`config.mk`:
```
export PLATFORM = sky130hd
export DESIGN_NAME = dram_sc_rep_pipe
export DESIGN_NICKNAME = d
export VERILOG_FILES = /design/src/rtl/dram_sc_rep_pkg.sv /design/src/rtl/dram_sc_rep_stage.sv /design/src/rtl/dram_sc_rep_pipe.sv
export SDC_FILE = /design/constraint.sdc
export NUM_CORES = 1
export LEC_CHECK = 0
export BUFFER_PORTS_ARGS = -buffer_cell sky130_fd_sc_hd__buf_2
export CAP_MARGIN = 15
export CORE_AREA = 2 2 221 223
export DETAILED_ROUTE_END_ITERATION = 16
export DIE_AREA = 0 0 223 225
export PLACE_DENSITY = 0.78
export SLEW_MARGIN = 10
export SYNTH_ARGS = -nofsm -noshare
export SYNTH_HDL_FRONTEND = slang
export SYNTH_SLANG_ARGS = --single-unit
```
`constraint.sdc`:
```
create_clock -name rclk -period 2.85 [get_ports rclk]
set_input_delay 0.1425 -clock rclk [delete_from_list [all_inputs] [get_ports rclk]]
set_output_delay 0.1425 -clock rclk [all_outputs]
set_load 0.01 [all_outputs]
```
`src/rtl/dram_sc_rep_pkg.sv`:
```
// rtl/dram_sc_rep_pkg.sv - shared widths, control-bit indices and request group type
package dram_sc_rep_pkg;

  localparam int DEF_DW  = 128;
  localparam int DEF_EW  = 28;
  localparam int DEF_WDW = 64;

  localparam int ADDR_HI = 39;
  localparam int ADDR_LO = 5;
  localparam int ID_W    = 3;
  localparam int CHUNK_W = 2;

  // Bit positions of the unconditionally flopped control vector
  localparam int CTL_W       = 11;
  localparam int CB_VLD_R2   = 0;
  localparam int CB_VLD_R0   = 1;
  localparam int CB_RD_ACK   = 2;
  localparam int CB_WR_ACK   = 3;
  localparam int CB_SECC     = 4;
  localparam int CB_MECC     = 5;
  localparam int CB_SCB_MECC = 6;
  localparam int CB_SCB_SECC = 7;
  localparam int CB_RD_REQ   = 8;
  localparam int CB_WR_REQ   = 9;
  localparam int CB_VLD_R5   = 10;

  typedef struct packed {
    logic [ADDR_HI:ADDR_LO] addr;
    logic [ID_W-1:0]        id;
    logic                   dummy;
  } rep_req_t;

  function automatic logic even_par32(input logic [31:0] w);
    return ^w;
  endfunction

endpackage

```
`src/rtl/dram_sc_rep_stage.sv`:
```
// rtl/dram_sc_rep_stage.sv - one valid-qualified payload register stage
module dram_sc_rep_stage #(
  parameter int W = 8
) (
  input  logic         clk,
  input  logic         reset,
  input  logic         vld,
  input  logic [W-1:0] d,
  output logic [W-1:0] q
);

  always_ff @(posedge clk) begin
    if (reset)
      q <= '0;
    else if (vld)
      q <= d;
  end

endmodule

```
`src/rtl/dram_sc_rep_pipe.sv`:
```
// rtl/dram_sc_rep_pipe.sv - pipelined DRAM<->L2 repeater column; DRAM_SC_REP_PAR_EN adds return-data parity
module dram_sc_rep_pipe
  import dram_sc_rep_pkg::*;
#(
  parameter int STAGES    = 2,
  parameter int DW        = DEF_DW,
  parameter int EW        = DEF_EW,
  parameter int WDW       = DEF_WDW,
  parameter int MAX_OUTST = 8,
  localparam int CW       = $clog2(MAX_OUTST + 1)
) (
  input  logic                   rclk,
  input  logic                   reset,
  input  logic                   dram_scbuf_data_vld_r2,
  input  logic [DW-1:0]          dram_scbuf_data_r2,
  input  logic [EW-1:0]          dram_scbuf_ecc_r2,
  input  logic                   dram_sctag_data_vld_r0,
  input  logic [CHUNK_W-1:0]     dram_sctag_chunk_id_r0,
  input  logic [ID_W-1:0]        dram_sctag_rd_req_id_r0,
  input  logic                   dram_sctag_rd_ack,
  input  logic                   dram_sctag_wr_ack,
  input  logic                   dram_sctag_secc_err_r2,
  input  logic                   dram_sctag_mecc_err_r2,
  input  logic                   dram_sctag_scb_mecc_err,
  input  logic                   dram_sctag_scb_secc_err,
  input  logic                   sctag_dram_rd_req,
  input  logic                   sctag_dram_rd_dummy_req,
  input  logic                   sctag_dram_wr_req,
  input  logic [ID_W-1:0]        sctag_dram_rd_req_id,
  input  logic [ADDR_HI:ADDR_LO] sctag_dram_addr,
  input  logic                   scbuf_dram_data_vld_r5,
  input  logic [WDW-1:0]         scbuf_dram_wr_data_r5,
  input  logic                   scbuf_dram_data_mecc_r5,
  output logic                   dram_scbuf_data_vld_r2_buf,
  output logic [DW-1:0]          dram_scbuf_data_r2_buf,
  output logic [EW-1:0]          dram_scbuf_ecc_r2_buf,
  output logic                   dram_sctag_data_vld_r0_buf,
  output logic [CHUNK_W-1:0]     dram_sctag_chunk_id_r0_buf,
  output logic [ID_W-1:0]        dram_sctag_rd_req_id_r0_buf,
  output logic                   dram_sctag_rd_ack_buf,
  output logic                   dram_sctag_wr_ack_buf,
  output logic                   dram_sctag_secc_err_r2_buf,
  output logic                   dram_sctag_mecc_err_r2_buf,
  output logic                   dram_sctag_scb_mecc_err_buf,
  output logic                   dram_sctag_scb_secc_err_buf,
  output logic                   sctag_dram_rd_req_buf,
  output logic                   sctag_dram_rd_dummy_req_buf,
  output logic                   sctag_dram_wr_req_buf,
  output logic [ID_W-1:0]        sctag_dram_rd_req_id_buf,
  output logic [ADDR_HI:ADDR_LO] sctag_dram_addr_buf,
  output logic                   scbuf_dram_data_vld_r5_buf,
  output logic [WDW-1:0]         scbuf_dram_wr_data_r5_buf,
  output logic                   scbuf_dram_data_mecc_r5_buf,
  output logic [CW-1:0]          rep_rd_outstanding,
  output logic                   rep_ovf_err,
  output logic                   rep_unf_err,
  output logic                   rep_par_err
);

`ifdef DRAM_SC_REP_PAR_EN
  localparam int PW  = DW / 32;
  localparam int G1W = DW + EW + PW;
`else
  localparam int G1W = DW + EW;
`endif
  localparam int G2W = CHUNK_W + ID_W;
  localparam int G3W = $bits(rep_req_t);
  localparam int G4W = WDW + 1;

  logic [CTL_W-1:0]              ctl_in, ctl_out;
  logic [STAGES-1:0][CTL_W-1:0]  ctl_q;
  logic [G1W-1:0]                g1_in;
  logic [G2W-1:0]                g2_in;
  rep_req_t                      g3_in, g3_out;
  logic [G4W-1:0]                g4_in;
  logic [STAGES-1:0][G1W-1:0]    g1_q;
  logic [STAGES-1:0][G2W-1:0]    g2_q;
  logic [STAGES-1:0][G3W-1:0]    g3_q;
  logic [STAGES-1:0][G4W-1:0]    g4_q;

  assign ctl_in = {scbuf_dram_data_vld_r5, sctag_dram_wr_req, sctag_dram_rd_req,
                   dram_sctag_scb_secc_err, dram_sctag_scb_mecc_err,
                   dram_sctag_mecc_err_r2, dram_sctag_secc_err_r2,
                   dram_sctag_wr_ack, dram_sctag_rd_ack,
                   dram_sctag_data_vld_r0, dram_scbuf_data_vld_r2};

  // Control pulses and qualifiers shift every cycle; payloads below follow them
  always_ff @(posedge rclk) begin
    if (reset) begin
      ctl_q <= '0;
    end else begin
      ctl_q[0] <= ctl_in;
      for (int k = 1; k < STAGES; k++)
        ctl_q[k] <= ctl_q[k-1];
    end
  end

  assign ctl_out = ctl_q[STAGES-1];

  assign g2_in       = {dram_sctag_chunk_id_r0, dram_sctag_rd_req_id_r0};
  assign g3_in.addr  = sctag_dram_addr;
  assign g3_in.id    = sctag_dram_rd_req_id;
  assign g3_in.dummy = sctag_dram_rd_dummy_req;
  assign g4_in       = {scbuf_dram_wr_data_r5, scbuf_dram_data_mecc_r5};

  for (genvar k = 0; k < STAGES; k++) begin : g_stage
    logic           q_r2, q_r0, q_req, q_r5;
    logic [G1W-1:0] d1;
    logic [G2W-1:0] d2;
    logic [G3W-1:0] d3;
    logic [G4W-1:0] d4;

    if (k == 0) begin : g_first
      assign q_r2  = dram_scbuf_data_vld_r2;
      assign q_r0  = dram_sctag_data_vld_r0;
      assign q_req = sctag_dram_rd_req | sctag_dram_wr_req;
      assign q_r5  = scbuf_dram_data_vld_r5;
      assign d1 = g1_in;
      assign d2 = g2_in;
      assign d3 = g3_in;
      assign d4 = g4_in;
    end else begin : g_next
      assign q_r2  = ctl_q[k-1][CB_VLD_R2];
      assign q_r0  = ctl_q[k-1][CB_VLD_R0];
      assign q_req = ctl_q[k-1][CB_RD_REQ] | ctl_q[k-1][CB_WR_REQ];
      assign q_r5  = ctl_q[k-1][CB_VLD_R5];
      assign d1 = g1_q[k-1];
      assign d2 = g2_q[k-1];
      assign d3 = g3_q[k-1];
      assign d4 = g4_q[k-1];
    end

    dram_sc_rep_stage #(.W(G1W)) u_ret (.clk(rclk), .reset(reset), .vld(q_r2),  .d(d1), .q(g1_q[k]));
    dram_sc_rep_stage #(.W(G2W)) u_tag (.clk(rclk), .reset(reset), .vld(q_r0),  .d(d2), .q(g2_q[k]));
    dram_sc_rep_stage #(.W(G3W)) u_req (.clk(rclk), .reset(reset), .vld(q_req), .d(d3), .q(g3_q[k]));
    dram_sc_rep_stage #(.W(G4W)) u_wr  (.clk(rclk), .reset(reset), .vld(q_r5),  .d(d4), .q(g4_q[k]));
  end

  assign dram_scbuf_data_vld_r2_buf  = ctl_out[CB_VLD_R2];
  assign dram_sctag_data_vld_r0_buf  = ctl_out[CB_VLD_R0];
  assign dram_sctag_rd_ack_buf       = ctl_out[CB_RD_ACK];
  assign dram_sctag_wr_ack_buf       = ctl_out[CB_WR_ACK];
  assign dram_sctag_secc_err_r2_buf  = ctl_out[CB_SECC];
  assign dram_sctag_mecc_err_r2_buf  = ctl_out[CB_MECC];
  assign dram_sctag_scb_mecc_err_buf = ctl_out[CB_SCB_MECC];
  assign dram_sctag_scb_secc_err_buf = ctl_out[CB_SCB_SECC];
  assign sctag_dram_rd_req_buf       = ctl_out[CB_RD_REQ];
  assign sctag_dram_wr_req_buf       = ctl_out[CB_WR_REQ];
  assign scbuf_dram_data_vld_r5_buf  = ctl_out[CB_VLD_R5];

  assign dram_scbuf_data_r2_buf = g1_q[STAGES-1][G1W-1 -: DW];
  assign dram_scbuf_ecc_r2_buf  = g1_q[STAGES-1][G1W-DW-1 -: EW];

  assign {dram_sctag_chunk_id_r0_buf, dram_sctag_rd_req_id_r0_buf} = g2_q[STAGES-1];

  assign g3_out                      = g3_q[STAGES-1];
  assign sctag_dram_addr_buf         = g3_out.addr;
  assign sctag_dram_rd_req_id_buf    = g3_out.id;
  assign sctag_dram_rd_dummy_req_buf = g3_out.dummy;

  assign {scbuf_dram_wr_data_r5_buf, scbuf_dram_data_mecc_r5_buf} = g4_q[STAGES-1];

`ifdef DRAM_SC_REP_PAR_EN
  logic [PW-1:0] par_in, par_chk;

  // Parity rides in the low bits of the return group and is checked at exit
  always_comb begin
    par_in  = '0;
    par_chk = '0;
    for (int i = 0; i < PW; i++) begin
      par_in[i]  = even_par32(dram_scbuf_data_r2[32*i +: 32]);
      par_chk[i] = even_par32(dram_scbuf_data_r2_buf[32*i +: 32]);
    end
  end

  assign g1_in       = {dram_scbuf_data_r2, dram_scbuf_ecc_r2, par_in};
  assign rep_par_err = ctl_out[CB_VLD_R2] & (|(par_chk ^ g1_q[STAGES-1][PW-1:0]));
`else
  assign g1_in       = {dram_scbuf_data_r2, dram_scbuf_ecc_r2};
  assign rep_par_err = 1'b0;
`endif

  // Requests count at entry, acks retire at exit
  logic inc, dec;
  assign inc = sctag_dram_rd_req & ~sctag_dram_rd_dummy_req;
  assign dec = ctl_out[CB_RD_ACK];

  always_ff @(posedge rclk) begin
    if (reset) begin
      rep_rd_outstanding <= '0;
      rep_ovf_err        <= 1'b0;
      rep_unf_err        <= 1'b0;
    end else if (inc && !dec) begin
      if (rep_rd_outstanding == CW'(MAX_OUTST))
        rep_ovf_err <= 1'b1;
      else
        rep_rd_outstanding <= rep_rd_outstanding + CW'(1);
    end else if (dec && !inc) begin
      if (rep_rd_outstanding == '0)
        rep_unf_err <= 1'b1;
      else
        rep_rd_outstanding <= rep_rd_outstanding - CW'(1);
    end
  end

endmodule

```
* Yosys cells after proc, flatten, opt, wreduce, memory -nomap -nowiden *
Index checks and enable logic that the tools add are counted.

storage, ports and cells
  bits in registers = 558
  logic and storage cells = 36
  output and inout bits = 283
  input bits = 278

cells by class
  add/sub/neg operators = 2
  reduce and logical (&&, ||, !) cells = 9
  eq/ne operators = 3
  muxes and demuxes = 4
  bitwise gates (word level) = 5

operator list
  kind                   count
  $mux W4                4
  $reduce_and A3 Y1      2
  $add A4 B1 Y4 const B  1
  $eq A4 B4 Y1 const B   1
  $logic_not A4 Y1       1
  $ne A2 B2 Y1 const B   2
  $sub A4 B1 Y4 const B  1
  $logic_and A1 B1 Y1    2
  $logic_not A1 Y1       2
  $not A1 Y1             2
  $or A1 B1 Y1           2
  $reduce_and A2 Y1      1
  $reduce_bool A2 Y1     1
  $and A1 B1 Y1          1

* Depth between registers and ports, before layout *
  depth in word-level cells = 6
  gate-level depth with buffers = 9
  gate-level depth less buffers = 9

* Cells and area by module *
From an unflattened synthesis, not the netlist that was laid out.

second synthesis, totals
  cells, all modules = 1801
  area total of the unflattened synthesis = 20204.4 um^2

modules (own cells, without submodules)
  module                                     sequential area each (um^2)  area an instance (um^2)  instances  cells each
  dram_sc_rep_stage at g_stage[0].u_ret ...  3123.0                       5670.4                   2          503
  dram_sc_rep_stage at g_stage[0].u_wr ...   1301.2                       2342.2                   2          209
  dram_sc_rep_stage at g_stage[0].u_req ...  780.7                        1400.1                   2          126
  dram_sc_rep_pipe                           560.5                        1018.5                   1          93
  dram_sc_rep_stage at g_stage[0].u_tag ...  100.1                        180.2                    2          16

* Worst setup path before layout *
Ideal clock, no wire load.

  path type = reg2reg
  start point = register ctl_q (netlist bit ctl_out[2])
  end point = register rep_rd_outstanding[3]
  cell stages (with the launch flop) = 9
  arrival time = 1.658 ns
  buffers on the path = 0
  required time = 2.719 ns
  path slack = 1.061 ns
  clock period less this slack = 1.789 ns
  setup time = 0.131 ns
  cells stage by stage = dfxtp_1 -> inv_1 -> ha_1 -> inv_1 -> ha_1 -> a21oi_1 -> a211oi_1 -> a31oi_1 -> o311ai_1

between the ends
  word-level cells in the longest chain between the ends = 4
  elaborated cells on any way between the ends = 8
  those cells by class = eq/ne (2); mux (1); reduce/logical (5)

RTL lines
  what                                                                 RTL line                 RTL
  start, declared                                                      dram_sc_rep_pipe.sv:71   logic [STAGES-1:0][CTL_W-1:0] ctl_q;
  start signal, assigned by index                                      dram_sc_rep_pipe.sv:94   ctl_q[k] <= ctl_q[k-1];
  $logic_not A1 Y1                                                     dram_sc_rep_pipe.sv:193  end else if (inc && !dec) begin
  $logic_and A1 B1 Y1                                                  dram_sc_rep_pipe.sv:193
  $ne A2 B2 Y1 (no line) / $reduce_bool A2 Y1 (equally long branches)  n/a
  $reduce_and A3 Y1 (no line)                                          n/a
  end signal, assigned                                                 dram_sc_rep_pipe.sv:197  rep_rd_outstanding <= rep_rd_outstanding + CW'(1);
  end signal, assigned                                                 dram_sc_rep_pipe.sv:202  rep_rd_outstanding <= rep_rd_outstanding - CW'(1);
  end, declared                                                        dram_sc_rep_pipe.sv:54   output logic [CW-1:0] rep_rd_outstanding,

Several ways; a longest one is shown, not always the timed one.
A chain may end at the register's enable or synchronous reset.

* Worst setup path in the final report *
  start point = input port sctag_dram_rd_dummy_req
  end point = register rep_rd_outstanding[3]

between the ends
  word-level cells in the longest chain between the ends = 6
  elaborated cells on any way between the ends = 10
  those cells by class = eq/ne (2); mux (1); bitwise (2); reduce/logical (5)

RTL lines
  what                          RTL line                 RTL
  start, declared               dram_sc_rep_pipe.sv:27   input logic sctag_dram_rd_dummy_req,
  $not A1 Y1 *                  dram_sc_rep_pipe.sv:185  assign inc = sctag_dram_rd_req & ~sctag_dram_rd_dummy_req;
  $and A1 B1 Y1 *               dram_sc_rep_pipe.sv:185
  $logic_not A1 Y1              dram_sc_rep_pipe.sv:198  end else if (dec && !inc) begin
  $logic_and A1 B1 Y1           dram_sc_rep_pipe.sv:198
  $reduce_bool A2 Y1 (no line)  n/a
  $reduce_and A3 Y1 (no line)   n/a

Mark *: on every way between the ends. The rest lies on a longest branch, timed or not.

==> out/metrics.cfg <==
[worst_setup_path]
startpoint_type = primary input
critPathMaxStageDelay_ps = 540
crit_arrival_ps = 2870
reg2reg_from = ctl_out[2]$_SDFF_PP0_
crit_family = buffers and inverters
cp_slowest_cell = dlygate4sd3_1
worstPathMaxFanout = 5
worst-path-buf-inv = 4
ff2ff_setup_slack_ps = 530
crit_type = in2reg
rr_worst_depth = 8
worstSetupEndpointType = flop
required_ps = 3290
crit_chain = dlygate4sd3_1 > buf_2 > nand2b_1 > inv_1 > ha_1 > inv_1 > ha_1 > a21oi_1 > a211oi_1 > o21ai_1 > o311ai_1
reg2reg_to = rep_rd_outstanding[3]$_SDFFE_PP0P_

[global_routing]
gr-total-overflow = 0
grt_pass1_wl_um = 91510
antenna_found_initial = 1
grt_max_degree = 105
grt_pass1_vias = 17340
grt.total_usage_pct = 22.39

[synthesis]
async_flop_share_pct = 0
ys_seq_area_share_pct = 56.92
syn_area_per_cell_um2 = 10.37
ys_types = 30
synthCells = 1892
syn_nets = 2175
synthTopCellsByArea = dfxtp_1 57%, mux2i_1 23%, nor2_1 8.7%, nand2_1 3.0%, a21oi_1 2.0%
synth_area_mm2 = 0.01963
synth-edff-count = 0
yosys_warnings = 0
synth_seq_cells = 558
synth_area_leader_cell = dfxtp_1
yosysTopAreaCellShare_pct = 56.92
synth_ff_type = dfxtp_1

[clock_tree]
cts_made_buffers = 56
root_buffer = clkbuf_16
cts_resized = 0
cts_tree = built
clkSinkCount = 558
h-tree-depth = 2
clock_latency_ps = 600
clkTransAtPathRegs_ps = 60
clockBufferDepth = 3

[floorplanning]
start_util_pct = 41.28
dieWidth_um = 223
fp.coreArea_mm2 = 0.04755
die_h_um = 225
ios = 561
die-area_mm2 = 0.05018
row_count = 80

[sta]
setup_slack_ps = 425.5
clock_skew_ps = 21.15
finalMaxSlewViolations = 0
finalHoldViolCount = 0
finalSetupViolCount = 0
finalCriticalPeriod_ps = 2425
rsz0062_at_grt = false
maxSlewHeadroom_pct = 45.32
tns_ps = 0
worst_pin_slew_ps = 820.1
max_freq_mhz = 412.5
post-route-period-util_pct = 85.07

[cells_and_area]
nets = 2958
layout-drive-gt1-share_pct = 24.79
final_cell_mix = 556 x dfxtp_1, 556 x buf_2, 455 x nor2_1, 452 x mux2i_1, 279 x dlygate4sd3_1
syn2layout_area_growth_pct = 39.30
design_area_mm2 = 0.02734

[routing]
first_iter_violations = 911
viasPerCell = 4.979
first_pass_iters = 5
routed_wirelength_um = 59000
drc_errors = 0
num_vias = 16610
antenna_left = 0
wl_per_cell_um = 17.69

[placement]
place.gp.congestion = 0.8232
hpwl_um = 34460
dp_slack_ps = 684.5
place.port_buffers = 559
postPlaceCellArea_mm2 = 0.02273

[min_path]
min_from = reset
hold_path_depth = 2
hold_path.class = in2reg
min_to = g_stage[0].u_wr.q[3]$_SDFFE_PP0P_

[outcome]
status = complete, no violations

[power]
ir_worst_vdd_uv = 510.7
power.density_mw_per_mm2 = 638.9
p_leak_nw = 12.79

[job]
cap_violations = 0

[state kept, by name, indices dropped and copies added (netlist names)]
name,flops
ctl_out,11
ctl_q,11
g_stage.u_req.q,78
g_stage.u_ret.q,312
g_stage.u_tag.q,10
g_stage.u_wr.q,130
rep_ovf_err,1
rep_rd_outstanding,4
rep_unf_err,1
[how the worst max path moves through the flow]
stage                                  startpoint                                  to  slack [ps]  cells past startpoint
after floorplan             ctl_out[2]$_SDFF_PP0_  rep_rd_outstanding[3]$_SDFFE_PP0P_        1060                      8
after global placement    sctag_dram_rd_dummy_req  rep_rd_outstanding[3]$_SDFFE_PP0P_         830                     10
after detailed placement  sctag_dram_rd_dummy_req  rep_rd_outstanding[3]$_SDFFE_PP0P_         680                     10
after CTS                 sctag_dram_rd_dummy_req  rep_rd_outstanding[3]$_SDFFE_PP0P_         750                     11
after global routing      sctag_dram_rd_dummy_req  rep_rd_outstanding[3]$_SDFFE_PP0P_         360                     11
final                     sctag_dram_rd_dummy_req  rep_rd_outstanding[3]$_SDFFE_PP0P_         430                     11
[power breakdown]
group / internal, mW / switching [mW] / total [mW]
Combinational: 0.932 / 0.927 / 1.86
Sequential: 8.16 / 0.250 / 8.41
Clock: 4.15 / 3.05 / 7.20
Total: 13.2 / 4.22 / 17.5
[area by class of cell]
class	count	area, µm²
multi-input combinational	1197	7634
sequential	558	11180
clock inverter	12	81.33
clock buffer	90	1732
tap	615	769.5
timing repair buffer	858	5924
fill	3491	20210
antenna	2	5.005
inverter	4	15.01
[cells by family after synthesis]
| family | share of synthesized area [%] |
|---|---|
| flip-flops | 56.92 |
| other | 0.01911 |
| buffers and inverters | 4.208 |
| XOR/XNOR | 0.08927 |
| adder cells (fa/ha/maj) | 0.3570 |
| AND/OR/NAND/NOR | 12.92 |
| AO/OA/AOI/OAI | 2.429 |
| multiplexers | 23.05 |
[stage by stage]
| stage | cells | util, % | hold slack (ps) | total power [mW] |
|---|---|---|---|---|
| final | 3336 | 57.50 | 20.34 | 17.47 |
| after global routing | 3335 | 57.49 | 39.45 | 18.05 |
| after CTS | 3334 | 57.49 | 7.001 | 17.45 |
| after detailed placement | 2953 | 47.80 | 354.7 | 10.02 |
| after global placement | 2953 | 47.80 | 351.1 | 9.941 |
| after floorplan | 1892 | - | 270.7 | 9.476 |
[repair_timing]
action | 4_1_cts | 5_1_grt
endpoints found under the hold margin | 274 | 0
setup buffers | 0 | 0
hold buffers | 279 | 0
[cells in the mapped netlist, types with 2 or more instances]
cell type / number
dfxtp_1: 558
nor2_1: 457
mux2i_1: 452
nand2_1: 158
a21oi_1: 80
buf_2: 71
buf_4: 31
nor2b_1: 22
buf_6: 14
clkbuf_1: 9
buf_1: 7
ha_1: 4
inv_1: 4
a211oi_1: 3
a31oi_1: 3
nand2b_4: 2
nor3_1: 2
or2_1: 2
xnor2_1: 2
[per-layer routing]
layer  global-route usage (%)  vias to the layer above  wire length (µm)  share of wire, %
li1                         -                     7773                 -                 -
met1                    24.08                     7907             22200                38
met2                    40.39                      743             29330                50
met3                    6.884                      186              5006               8.5
met4                    10.00                        0              2462               4.2
met5                        0                        -                 0                 0
(Power assumes the default switching activity.)
